`src/rtl/cond_exec_em.sv`:
```
// Execute-stage condition evaluation, NZCV flag register and execute/memory control register.
// Side-effect controls are gated by the condition result before entering the memory stage.
module cond_exec_em #(
   parameter logic [3:0] FLAGS_INIT = 4'b0000
) (
   input  logic       clk,
   input  logic       reset,
   input  logic       PCSrcE,
   input  logic       RegWriteE,
   input  logic       MemtoRegE,
   input  logic       MemWriteE,
   input  logic       BranchE,
   input  logic [1:0] FlagWriteE,
   input  logic [3:0] CondE,
   input  logic [3:0] ALUFlags,
   input  logic       StallM,
   input  logic       FlushM,
   output logic       CondExE,
   output logic       BranchTakenE,
   output logic [3:0] Flags,
   output logic       PCSrcM,
   output logic       RegWriteM,
   output logic       MemtoRegM,
   output logic       MemWriteM
);

   function automatic logic condPass(input logic [3:0] cond, input logic [3:0] nzcv);
      logic n, z, c, v;
      {n, z, c, v} = nzcv;
      case (cond)
         4'b0000: condPass = z;
         4'b0001: condPass = ~z;
         4'b0010: condPass = c;
         4'b0011: condPass = ~c;
         4'b0100: condPass = n;
         4'b0101: condPass = ~n;
         4'b0110: condPass = v;
         4'b0111: condPass = ~v;
         4'b1000: condPass = c & ~z;
         4'b1001: condPass = ~c | z;
         4'b1010: condPass = (n == v);
         4'b1011: condPass = (n != v);
         4'b1100: condPass = ~z & (n == v);
         4'b1101: condPass = z | (n != v);
         4'b1110: condPass = 1'b1;
         default: condPass = 1'b0;
      endcase
   endfunction

   logic flagWrEn;
   logic nzWrEn;
   logic cvWrEn;

   // Execute stage: condition decode against the architectural flags
   assign CondExE      = condPass(CondE, Flags);
   assign BranchTakenE = BranchE & CondExE;

   // Per-field enables keep an unknown condition from disturbing flags when no write is requested
   assign flagWrEn = CondExE & ~StallM & ~FlushM;
   assign nzWrEn   = flagWrEn & FlagWriteE[1];
   assign cvWrEn   = flagWrEn & FlagWriteE[0];

   always_ff @(posedge clk or posedge reset) begin
      if (reset) begin
         Flags <= FLAGS_INIT;
      end else begin
         if (nzWrEn) Flags[3:2] <= ALUFlags[3:2];
         if (cvWrEn) Flags[1:0] <= ALUFlags[1:0];
      end
   end

   // Execute/memory boundary
   always_ff @(posedge clk or posedge reset) begin
      if (reset) begin
         PCSrcM    <= 1'b0;
         RegWriteM <= 1'b0;
         MemtoRegM <= 1'b0;
         MemWriteM <= 1'b0;
      end else if (FlushM) begin
         PCSrcM    <= 1'b0;
         RegWriteM <= 1'b0;
         MemtoRegM <= 1'b0;
         MemWriteM <= 1'b0;
      end else if (!StallM) begin
         PCSrcM    <= PCSrcE & CondExE;
         RegWriteM <= RegWriteE & CondExE;
         MemtoRegM <= MemtoRegE;
         MemWriteM <= MemWriteE & CondExE;
      end
   end

endmodule
```
`config.mk`:
```
export PLATFORM = sky130hd
export DESIGN_NAME = cond_exec_em
export DESIGN_NICKNAME = d
export VERILOG_FILES = /design/src/rtl/cond_exec_em.sv
export SDC_FILE = /design/constraint.sdc
export NUM_CORES = 1
export LEC_CHECK = 0
export ABC_AREA = 1
export BUFFER_PORTS_ARGS = -buffer_cell sky130_fd_sc_hd__buf_2
export CAP_MARGIN = 20
export CORE_UTILIZATION = 30
export CTS_CLUSTER_DIAMETER = 120
export CTS_CLUSTER_SIZE = 30
export DETAILED_ROUTE_END_ITERATION = 6
export GPL_ROUTABILITY_DRIVEN = 0
export PLACE_DENSITY = 0.68
export SLEW_MARGIN = 15
export SYNTH_ARGS = -nofsm -noshare
export SYNTH_HDL_FRONTEND = slang
export SYNTH_SLANG_ARGS = --single-unit
```
`constraint.sdc`:
```
create_clock -name clk -period 1.4 [get_ports clk]
set_input_delay 0.14 -clock clk [delete_from_list [all_inputs] [get_ports clk]]
set_output_delay 0.14 -clock clk [all_outputs]
set_load 0.03 [all_outputs]
```
==> metrics.md <==
| Metric | Value |
|---|---|
| Switching Fraction | `between 40% and 50%` |
| First-pass GRT wire length | `between 2000 and 3000 µm` |
| Gr busiest metal | `met2` |
| Dpl hpwl | `1190 µm` |
| CP Launch Point | `Flags[3]$_DFFE_PP0P_` |
| Register-to-Register Path Depth | `13` |
| Int Pwr | `approximately 0.00070 W` |
| Reg2Reg Capture Point | `Flags[0]$_DFFE_PP0P_` |
| GR Util met1 | `20.4%` |
| Final net count | `144` |
| Relative slew margins | `69.3%` |
| H-tree Lvls | `1` |
| RSZ-0062 raised after global routing | `yes` |
| Fin Hold WS | `between 100 and 150 ps` |
| Critical Path End | `BranchTakenE` |
| Number of global-route vias before repair | `634` |
| Pre-antenna DRT Iters | `4` |
| Power per standard cell area | `1510 nW/µm²` |
| Root Buffer | `clkbuf_4` |
| Hold Vio Cnt, Final | `0` |
| Switch Pwr | `approximately 0.00064 W` |
| Core area | `1760 µm²` |
| Synthesis-stage register bit count | `8` |
| # fillers | `195` |
| Non-filler instance count after layout | `148` |
| Register area share after synthesis | `34.4%` |
| Setup CP Type | `flip-flop to output port` |
| Leak Pwr | `0.504 nW` |
| Hold Path Cell Cnt | `3` |
| Worst-margin pin slew | `~460 ps` |
| Clock-pin slew on the worst setup and hold paths | `approximately 60 ps` |
| Mapped Area | `582 µm²` |
| Max IR drop VDD | `around 0.62 mV` |
| Sequential group share of total power | `between 20% and 30%` |
| Crit start category | `flip-flop` |
| Number of diodes | `0` |
| DR WL/cell | `10.4 µm` |
| Worst path arrival time | `1450 ps` |
| Worst Skew | `5.52 ps` |
| Final WL | `1540 µm` |
| Met3 Use GR | `2.38%` |
| Iter 0 DRT Violations | `2` |
| Flop2flop setup slack | `-80 ps` |
| Clock Path Buffers | `2` |
| Die height | `roughly 46 µm` |
| Worst EP required | `1260 ps` |
| Syn Nets | `~110` |
| CTS tree | `built` |
| Via count | `676` |
| Chip Width | `46.0 µm` |
| GRT Total Usage | `between 15 and 20%` |
| Port-buffer cells | `28` |
| ANT nets after route | `0` |
| Worst-path fanout max | `3` |
| Max cap viols | `0` |
| CTS Sinks | `8` |
| Post-route DRC | `0` |
| Fraction of layout cells with a size suffix above 1 | `50.4%` |
| I/O Pins | `29` |
| Fin worst setup slack | `-195 ps` |
| Comb pwr share | `between 50% and 60%` |
| Cells after Synth | `86` |
| Die area | `roughly 2100 µm²` |
| Initial antenna violation count | `0` |
| Clock share of power | `between 10% and 20%` |
| Avg Cell Area, Syn | `6.77 µm²` |
| Dominant cell type by area after synthesis | `dfrtp_1` |
| Final setup viols | `9` |
| CTS Buf Count | `3` |
| Clk_lat worst skew | `260 ps` |
| Crit path time final | `1590 ps` |
| Area contributors post-synth | `dfrtp_1, nand2_1, nand3_1` |
| Status | `finished with violations` |
| Max Clock Freq | `627 MHz` |
| Cells after DPL | `142` |
| Via density | `4.57` |
| Remaining Overflow, GRT | `0` |
| HP Class | `input pin to flip-flop` |
| GRT met2 Usage | `28.7%` |
| Largest net degree at the start of global routing | `11` |
| Yosys warns | `0` |
| Fin. max-slew vios | `0` |
| Worst R2R Start | `Flags[3]$_DFFE_PP0P_` |
| Failing checks | `setup timing` |
| Period utilisation layout | `114%` |
| Initial Util | `33.0%` |
| Endpoint type of the worst setup path | `output port` |
| Rows | `15` |
| Area Growth Syn to Fin | `52.5%` |
| Synth unique cells | `19` |
| Share of the synthesized area in the top cell type | `34.4%` |
worst max-delay path, stage by stage (launching register included):
cell,delay (ps)
dfrtp_2,430
inv_2,90
nand2_4,70
nand2_2,60
nand2_2,40
nand2_1,50
nand2_1,60
nand2_2,90
nor2_4,50
a21boi_4,120
buf_6,140
metal layers:
metal  vias to the layer above  wire, µm
met4                         0        17
met5                         -         0
met3                         2        71
li1                        354         -
met1                       295       714
met2                        25       738
power by group through the flow:
stage	Clock [W]	Combinational, W	Sequential (W)
3_3_place_gp	0	0.000647	0.000369
3_5_place_dp	0	0.000658	0.000373
2_1_floorplan	0	0.000319	0.000496
5_1_grt	0.000199	0.000849	0.000392
4_1_cts	0.000186	0.000733	0.000368
6_report	0.000183	0.000776	0.000381
state kept, by name, summed over array words and instances, names as in the netlist:
name,count
PCSrcM,1
Flags,4
RegWriteM,1
MemWriteM,1
MemtoRegM,1
cells by family (layout without fill, tap and decap cells):
family | Yosys count | after routing | share of synthesized area [%]
flip-flops | 8 | 8 | 34.4
AND/OR/NAND/NOR | 62 | 62 | 52.5
AO/OA/AOI/OAI | 5 | 5 | 6.02
buffers and inverters | 11 | 48 | 7.10
synthesized netlist by cell type:
master	n
a21boi_1	1
a21oi_1	1
a21oi_2	1
a22o_1	1
dfrtp_1	8
inv_1	9
inv_2	2
nand2_1	29
nand2_2	4
nand2_4	1
nand3_1	10
nand3_2	2
nand3b_1	1
nand4_1	5
nor2_1	6
nor2_2	2
nor2_4	1
nor3_1	1
o21ai_0	1
worst min path at each step:
stage / startpoint / end / slack [ps]
after global placement: reset / RegWriteM$_DFFE_PP0P_ / 100
final: PCSrcE / PCSrcM$_DFFE_PP0P_ / 100
after floorplan: reset / MemWriteM$_DFFE_PP0P_ / -40
after detailed placement: reset / RegWriteM$_DFFE_PP0P_ / 110
after CTS: PCSrcE / PCSrcM$_DFFE_PP0P_ / 100
after global routing: RegWriteE / RegWriteM$_DFFE_PP0P_ / 110
placed cells by master (no fill, tap or decap), types with 2 or more instances in the layout:
master	n
buf_2	26
nand2_1	25
nand3_1	8
inv_1	7
nand2_2	6
nor2_1	6
nand4_1	5
buf_4	5
dfrtp_2	4
dfrtp_1	4
inv_2	4
nand3_2	4
nand2_4	3
clkbuf_4	3
nor2_4	2
buf_6	2
repair_timing:
action / 4_1_cts / 5_1_grt
pin swaps: 3 / 4
setup buffers: 2 / 0
gates cloned: 0 / 0
endpoints found under the setup margin: 2 / 9
hold buffers: 1 / 0
gates resized for setup: 6 / 6
hold endpoints to repair: 8 / 0
stage by stage:
step                cell area, µm²  utilization, %  setup slack [ps]  TNS, ps  total power [W]
floorplan                      606               -             -5.25    -20.9         0.000814
global placement               800            45.3              2.08        0          0.00102
detailed placement             800            45.3             -31.0    -31.0          0.00103
CTS                            865            49.0              -174     -649          0.00129
global route                   887            50.3              -306    -2020          0.00144
finish                         887            50.3              -195     -836          0.00134
area by class of cell:
| type | instances | area [µm²] | area share (%) |
|---|---|---|---|
| Multi-Input combinational cell | 67 | 387 | 43.6 |
| Sequential cell | 8 | 205 | 23.1 |
| Timing Repair Buffer | 34 | 200 | 22.6 |
| Inverter | 11 | 41.3 | 4.65 |
| Tap cell | 25 | 31.3 | 3.53 |
| Clock buffer | 3 | 22.5 | 2.54 |
No activity file was read; power rests on OpenSTA's default activity.
